$ cat config.mk
export PLATFORM = sky130hd
export DESIGN_NAME = threshold_detector_stage
export DESIGN_NICKNAME = d
export VERILOG_FILES = /design/src/rtl/threshold_detector_stage.sv
export SDC_FILE = /design/constraint.sdc
export NUM_CORES = 1
export LEC_CHECK = 0
export ABC_CLOCK_PERIOD_IN_PS = 5100
export CAP_MARGIN = 15
export CORE_UTILIZATION = 55
export CTS_CLUSTER_DIAMETER = 30
export DETAILED_ROUTE_END_ITERATION = 8
export PLACE_DENSITY = 0.81
export SYNTH_ARGS = -nofsm -noshare
export SYNTH_HDL_FRONTEND = slang
export SYNTH_SLANG_ARGS = --single-unit
$ cat constraint.sdc
create_clock -name Clk -period 5.1 [get_ports Clk]
set_input_delay 0.765 -clock Clk [delete_from_list [all_inputs] [get_ports Clk]]
set_output_delay 0.765 -clock Clk [all_outputs]
set_load 0.02 [all_outputs]
$ cat src/rtl/threshold_detector_stage.sv
// Absolute-difference noise detector for the switching median filter.
// Two-stage valid/ready pipeline: S1 registers the input pair, S2 registers the classified result.
module threshold_detector_stage #(
    parameter int DATA_WIDTH   = 8,
    parameter int COUNT_WIDTH  = 20,
    parameter int DEFAULT_THR  = 20,
    parameter int DEFAULT_MODE = 1
) (
    input  logic                   Clk,
    input  logic                   Reset,
    input  logic                   In_Valid,
    output logic                   In_Ready,
    input  logic                   In_SOF,
    input  logic [DATA_WIDTH-1:0]  CV,
    input  logic [DATA_WIDTH-1:0]  MV,
    input  logic [DATA_WIDTH-1:0]  Threshold,
    input  logic [1:0]             Mode,
    output logic                   Out_Valid,
    input  logic                   Out_Ready,
    output logic                   Out_SOF,
    output logic [DATA_WIDTH-1:0]  AD,
    output logic                   Noisy,
    output logic [DATA_WIDTH-1:0]  Pixel_Out,
    output logic [COUNT_WIDTH-1:0] Frame_Noisy_Count,
    output logic                   Count_Valid
);

    localparam logic [DATA_WIDTH-1:0]  PIX_MAX = '1;
    localparam logic [COUNT_WIDTH-1:0] CNT_MAX = '1;

    logic                   s1_valid;
    logic                   s1_sof;
    logic [DATA_WIDTH-1:0]  s1_cv;
    logic [DATA_WIDTH-1:0]  s1_mv;
    logic                   s2_valid;

    logic [DATA_WIDTH-1:0]  thr_active;
    logic [1:0]             mode_active;
    logic [COUNT_WIDTH-1:0] run_count;

    logic                   s1_en;
    logic                   s2_en;
    logic                   in_xfer;
    logic                   out_xfer;

    logic [DATA_WIDTH:0]    diff;
    logic [DATA_WIDTH-1:0]  ad_next;
    logic                   extreme;
    logic                   over_thr;
    logic                   noisy_next;

    assign s2_en    = ~s2_valid | Out_Ready;
    assign s1_en    = ~s1_valid | s2_en;
    assign In_Ready = s1_en;
    assign in_xfer  = In_Valid & s1_en;
    assign out_xfer = s2_valid & Out_Ready;
    assign Out_Valid = s2_valid;

    // Sign bit of the widened subtraction selects which operand order gives |CV-MV|.
    always_comb begin
        diff       = {1'b0, s1_cv} - {1'b0, s1_mv};
        ad_next    = diff[DATA_WIDTH] ? (s1_mv - s1_cv) : diff[DATA_WIDTH-1:0];
        extreme    = (s1_cv == '0) | (s1_cv == PIX_MAX);
        over_thr   = ad_next > thr_active;
        noisy_next = 1'b0;
        case (mode_active)
            2'd0:    noisy_next = 1'b0;
            2'd1:    noisy_next = over_thr;
            2'd2:    noisy_next = extreme;
            default: noisy_next = extreme & over_thr;
        endcase
    end

    always_ff @(posedge Clk or negedge Reset) begin
        if (!Reset) begin
            thr_active  <= DATA_WIDTH'(DEFAULT_THR);
            mode_active <= 2'(DEFAULT_MODE);
            s1_valid    <= 1'b0;
            s1_sof      <= 1'b0;
            s1_cv       <= '0;
            s1_mv       <= '0;
        end else begin
            // The SOF beat reaches S2 only after this latch, so it sees the new values.
            if (in_xfer && In_SOF) begin
                thr_active  <= Threshold;
                mode_active <= Mode;
            end
            if (s1_en) begin
                s1_valid <= In_Valid;
                if (In_Valid) begin
                    s1_sof <= In_SOF;
                    s1_cv  <= CV;
                    s1_mv  <= MV;
                end
            end
        end
    end

    always_ff @(posedge Clk or negedge Reset) begin
        if (!Reset) begin
            s2_valid  <= 1'b0;
            Out_SOF   <= 1'b0;
            AD        <= '0;
            Noisy     <= 1'b0;
            Pixel_Out <= '0;
        end else if (s2_en) begin
            s2_valid <= s1_valid;
            if (s1_valid) begin
                Out_SOF   <= s1_sof;
                AD        <= ad_next;
                Noisy     <= noisy_next;
                Pixel_Out <= noisy_next ? s1_mv : s1_cv;
            end
        end
    end

    // The SOF beat closes the previous frame and is itself the first beat of the new one.
    always_ff @(posedge Clk or negedge Reset) begin
        if (!Reset) begin
            run_count         <= '0;
            Frame_Noisy_Count <= '0;
            Count_Valid       <= 1'b0;
        end else begin
            Count_Valid <= 1'b0;
            if (out_xfer) begin
                if (Out_SOF) begin
                    Frame_Noisy_Count <= run_count;
                    Count_Valid       <= 1'b1;
                    run_count         <= Noisy ? COUNT_WIDTH'(1) : '0;
                end else if (Noisy && (run_count != CNT_MAX)) begin
                    run_count <= run_count + COUNT_WIDTH'(1);
                end
            end
        end
    end

endmodule
==> impl_summary.log <==
INFO  metric run_status = complete, no violations
INFO  metric worstPathRequired = 5.35 ns
INFO  metric finalSetupTns = 0 ns
INFO  metric cp_max_fo = 9
INFO  metric max_slew.worst_pin.slew = 0.916 ns
INFO  metric timing.max_cap.violations = 0
INFO  metric drc = 0
INFO  metric final_max_slew_viol_count = 0
INFO  metric postCtsSetupRepairBufs = 0
INFO  metric clk-insertion-delay-late = 0.36 ns
INFO  metric finalSetupViolCount = 0
INFO  metric cts_root_buffer = clkbuf_8
INFO  metric route.final.wire_length = 11,100 um
INFO  metric post-route-period-util = 80.6%
INFO  metric grt_pass1_wl = 18,100 um
INFO  metric ys_ff_latch = 88
INFO  metric drt-vias-per-instance = 5.87
INFO  metric clock.fmax = 0.243 GHz
INFO  metric clk_path_buf_depth = 2
INFO  metric power.density_cell_area = 427 nW/um2
INFO  metric startpoint_type = flop
INFO  metric synthDistinctLibCells = 53
INFO  metric fin_worst_skew = 0.0120 ns
INFO  metric synth_nets = 554
INFO  metric syn-cell-area = 4850 um2
INFO  metric clkSlewWorstSetupHoldPaths = 0.09 ns
INFO  metric crit_slowest_cell = dfrtp_1
INFO  metric power.ir.vdd_worst = 0.283 mV
INFO  metric area_delta_synth_final = 20.3%
INFO  metric timing.critical_path.buf_inv = 1
INFO  metric final_cells = 670
INFO  metric maximum_number_of_pins_on_one_net_before_global_route_repair = 63
INFO  metric drt_pass1_iterations = 5
INFO  metric dp_hpwl = 8170 um
INFO  metric design.portCount = 72
INFO  metric clkSinkCount = 88
INFO  metric vias_in_the_first_global_route = 3,772
INFO  metric synth.largest_area_cell = dfrtp_1
INFO  metric finalWorstSetupSlack = 0.992 ns
INFO  metric worstSetupPathType = reg -> reg
INFO  metric biggest_area_contributors_in_the_synthesized_netlist = dfrtp_1 44%, nand2_1 7.3%, mux2_2 6.7%
INFO  metric global_route.overflow_total = 0
INFO  metric drtIter0Drc = 198
INFO  metric htree_levels = 3
INFO  metric postCtsResizedCells = 0
INFO  metric largest_stage_delay_on_the_critical_path = 0.47 ns
INFO  metric layout.nets = 617
INFO  metric antennaDiodeCount = 0
INFO  metric synth_seq_area_share = 45.4%
INFO  metric routability_driven_placement_congestion_ratio = 1.03
INFO  metric cp_top_family = compound AO/OA/AOI/OAI gates
INFO  metric crit_path_cell_trace = inv_1 > ha_1 > a21oi_1 > a221oi_1 > o32ai_2 > o21ai_0 > xor2_1 > ha_1 > a21oi_1 > nand2_1 > a221o_1 > o21a_1 > mux2_1
INFO  metric hp-class = in -> async
INFO  metric drt.antenna.violating_nets = 0
INFO  metric layout-drive-gt1-share = 10.6%
INFO  metric crit_arrival = 4.36 ns
INFO  metric std_cell_rows = 33
INFO  metric detailedPlace.worstSlack = 1.09 ns
INFO  metric cell_area_reported_after_detailed_placement = 5610 um2
INFO  metric synth_edf_count = 0
INFO  metric min_period = 4.11 ns
INFO  metric critical_path.endpoint_type = flop
INFO  metric core = 8380 um2
INFO  metric p_leak = 2.67 nW
INFO  metric syn_avg_cell_area = 9.77 um2
INFO  metric synth_top_area_share = 43.8%
INFO  metric initial_core_util = 57.9%
INFO  metric postCtsHoldBufs = 0
INFO  metric holdWs = 0.294 ns
INFO  metric yosysWarnings = 0
INFO  metric dieWidth = 96.0 um
INFO  metric globalRouteTotalUtil = 25.9%
INFO  metric dieArea = 9210 um2
INFO  metric total_instance_count_after_detailed_placement = 654
INFO  metric hold_violations = 0
INFO  metric vias_post_dr = 3,931
INFO  metric buffer_ports.inserted = 71
INFO  metric grt_antenna_before_repair = 0
INFO  metric syn-instance-count = 497
INFO  metric routedWlPerCell = 16.6 um
INFO  metric synth.most_common_cell = nand2_1
INFO  metric cts-buffers-inserted = 9
INFO  metric fin_area = 5840 um2
INFO  metric timing.slew.headroom = 38.9%
INFO  metric cts_tree = done
INFO  metric synth_flop_cell = dfrtp_1
INFO  metric synth_async_sr_flop_share = 100%
INFO  metric ys_top_cells_by_count = 94 x nand2_1, 85 x dfrtp_1, 29 x inv_1, 29 x mux2_2
INFO  metric setup_repair_after_global_routing_missed_its_margin = no
INFO  metric fp.dieH = 96.0 um
## kinds of logic (layout without fill, tap and decap cells)
kind of cell / count (synthesis) / count (layout) / share of synthesized area, %
simple gates: 189 / 189 / 18.3
fa+ha+maj: 26 / 26 / 7.01
mux: 33 / 33 / 7.58
compound gates: 88 / 88 / 13.4
xor+xnor: 21 / 21 / 3.79
buf+inv: 52 / 120 / 4.43
flops: 88 / 88 / 45.4
## path summary, 6_finish.rpt
kind | from | cells after the start | slack (ns) | endpoint
max | s1_cv[3] | 13 | 0.99 | Noisy
max reg2reg | s1_cv[3] | 13 | 0.99 | Noisy
min reg2reg | s1_sof | 2 | 0.48 | Out_SOF
min in group Clk | s1_sof | 2 | 0.48 | Out_SOF
min | Reset | 1 | 0.29 | Frame_Noisy_Count[3]
max in group asynchronous | Reset | 2 | 3.73 | AD[7]
## power breakdown
| part | internal (mW) | leakage, nW | total [mW] | switching, mW |
|---|---|---|---|---|
| registers | 0.832 | 1.12 | 0.951 | 0.119 |
| logic | 0.443 | 1.44 | 0.995 | 0.553 |
| clock network | 0.291 | 0.113 | 0.550 | 0.259 |
## metal layers
| metal | part of all wire (%) | routed length [um] | vias up | GRT usage (%) |
|---|---|---|---|---|
| li1 | - | - | 1877 | - |
| met1 | 42 | 4610 | 1937 | 30.5 |
| met2 | 53 | 5870 | 98 | 46.5 |
| met3 | 3.6 | 403 | 19 | 4.98 |
| met4 | 1.9 | 216 | 0 | 10.1 |
| met5 | 0 | 0 | - | 0 |
## flip-flops by register name, indices dropped and copies added, names as in the netlist
register and flops:
Frame_Noisy_Count 20, run_count 20, AD 8, Pixel_Out 8, s1_cv 8, s1_mv 8
thr_active 8, mode_active 2, Count_Valid 1, Noisy 1, Out_SOF 1, Out_Valid 1
s1_sof 1, s1_valid 1
## layout make-up
| class | instances | area [um2] |
|---|---|---|
| Clock inverter | 6 | 90.1 |
| Sequential cell | 88 | 2210 |
| Multi-Input combinational cell | 357 | 2430 |
| Timing Repair Buffer | 74 | 731 |
| Tap cell | 105 | 131 |
| Clock buffer | 10 | 138 |
| Inverter | 30 | 113 |
| Fill cell | 683 | 2540 |
## layout by cell type (no fill, tap or decap), drive strengths merged, types with 4 or more instances in the layout
cell | netlist | layout
a211oi | 5 | 5
a21o | 7 | 7
a21oi | 18 | 18
a221oi | 4 | 4
buf | 6 | 4
clkbuf | 16 | 10
clkdlybuf4s50 | 0 | 70
dfrtp | 85 | 85
ha | 24 | 24
inv | 29 | 30
mux2 | 30 | 30
nand2 | 94 | 94
nand2b | 4 | 4
nand3 | 21 | 21
nand4 | 12 | 12
nor2 | 24 | 24
nor3 | 7 | 7
nor4 | 4 | 4
o2111ai | 12 | 12
o211ai | 15 | 15
o21ai | 14 | 14
or4 | 5 | 5
xnor2 | 8 | 8
xor2 | 13 | 13
## metrics by stage
step                      utilization (%)  total power, mW
final                                69.7             2.50
after global routing                 69.7             2.65
after CTS                            69.7             2.51
after detailed placement             67.0             1.95
after global placement               67.0             1.93
after floorplan                         -             1.59
Note: power is estimated with default switching activity, not from simulation.
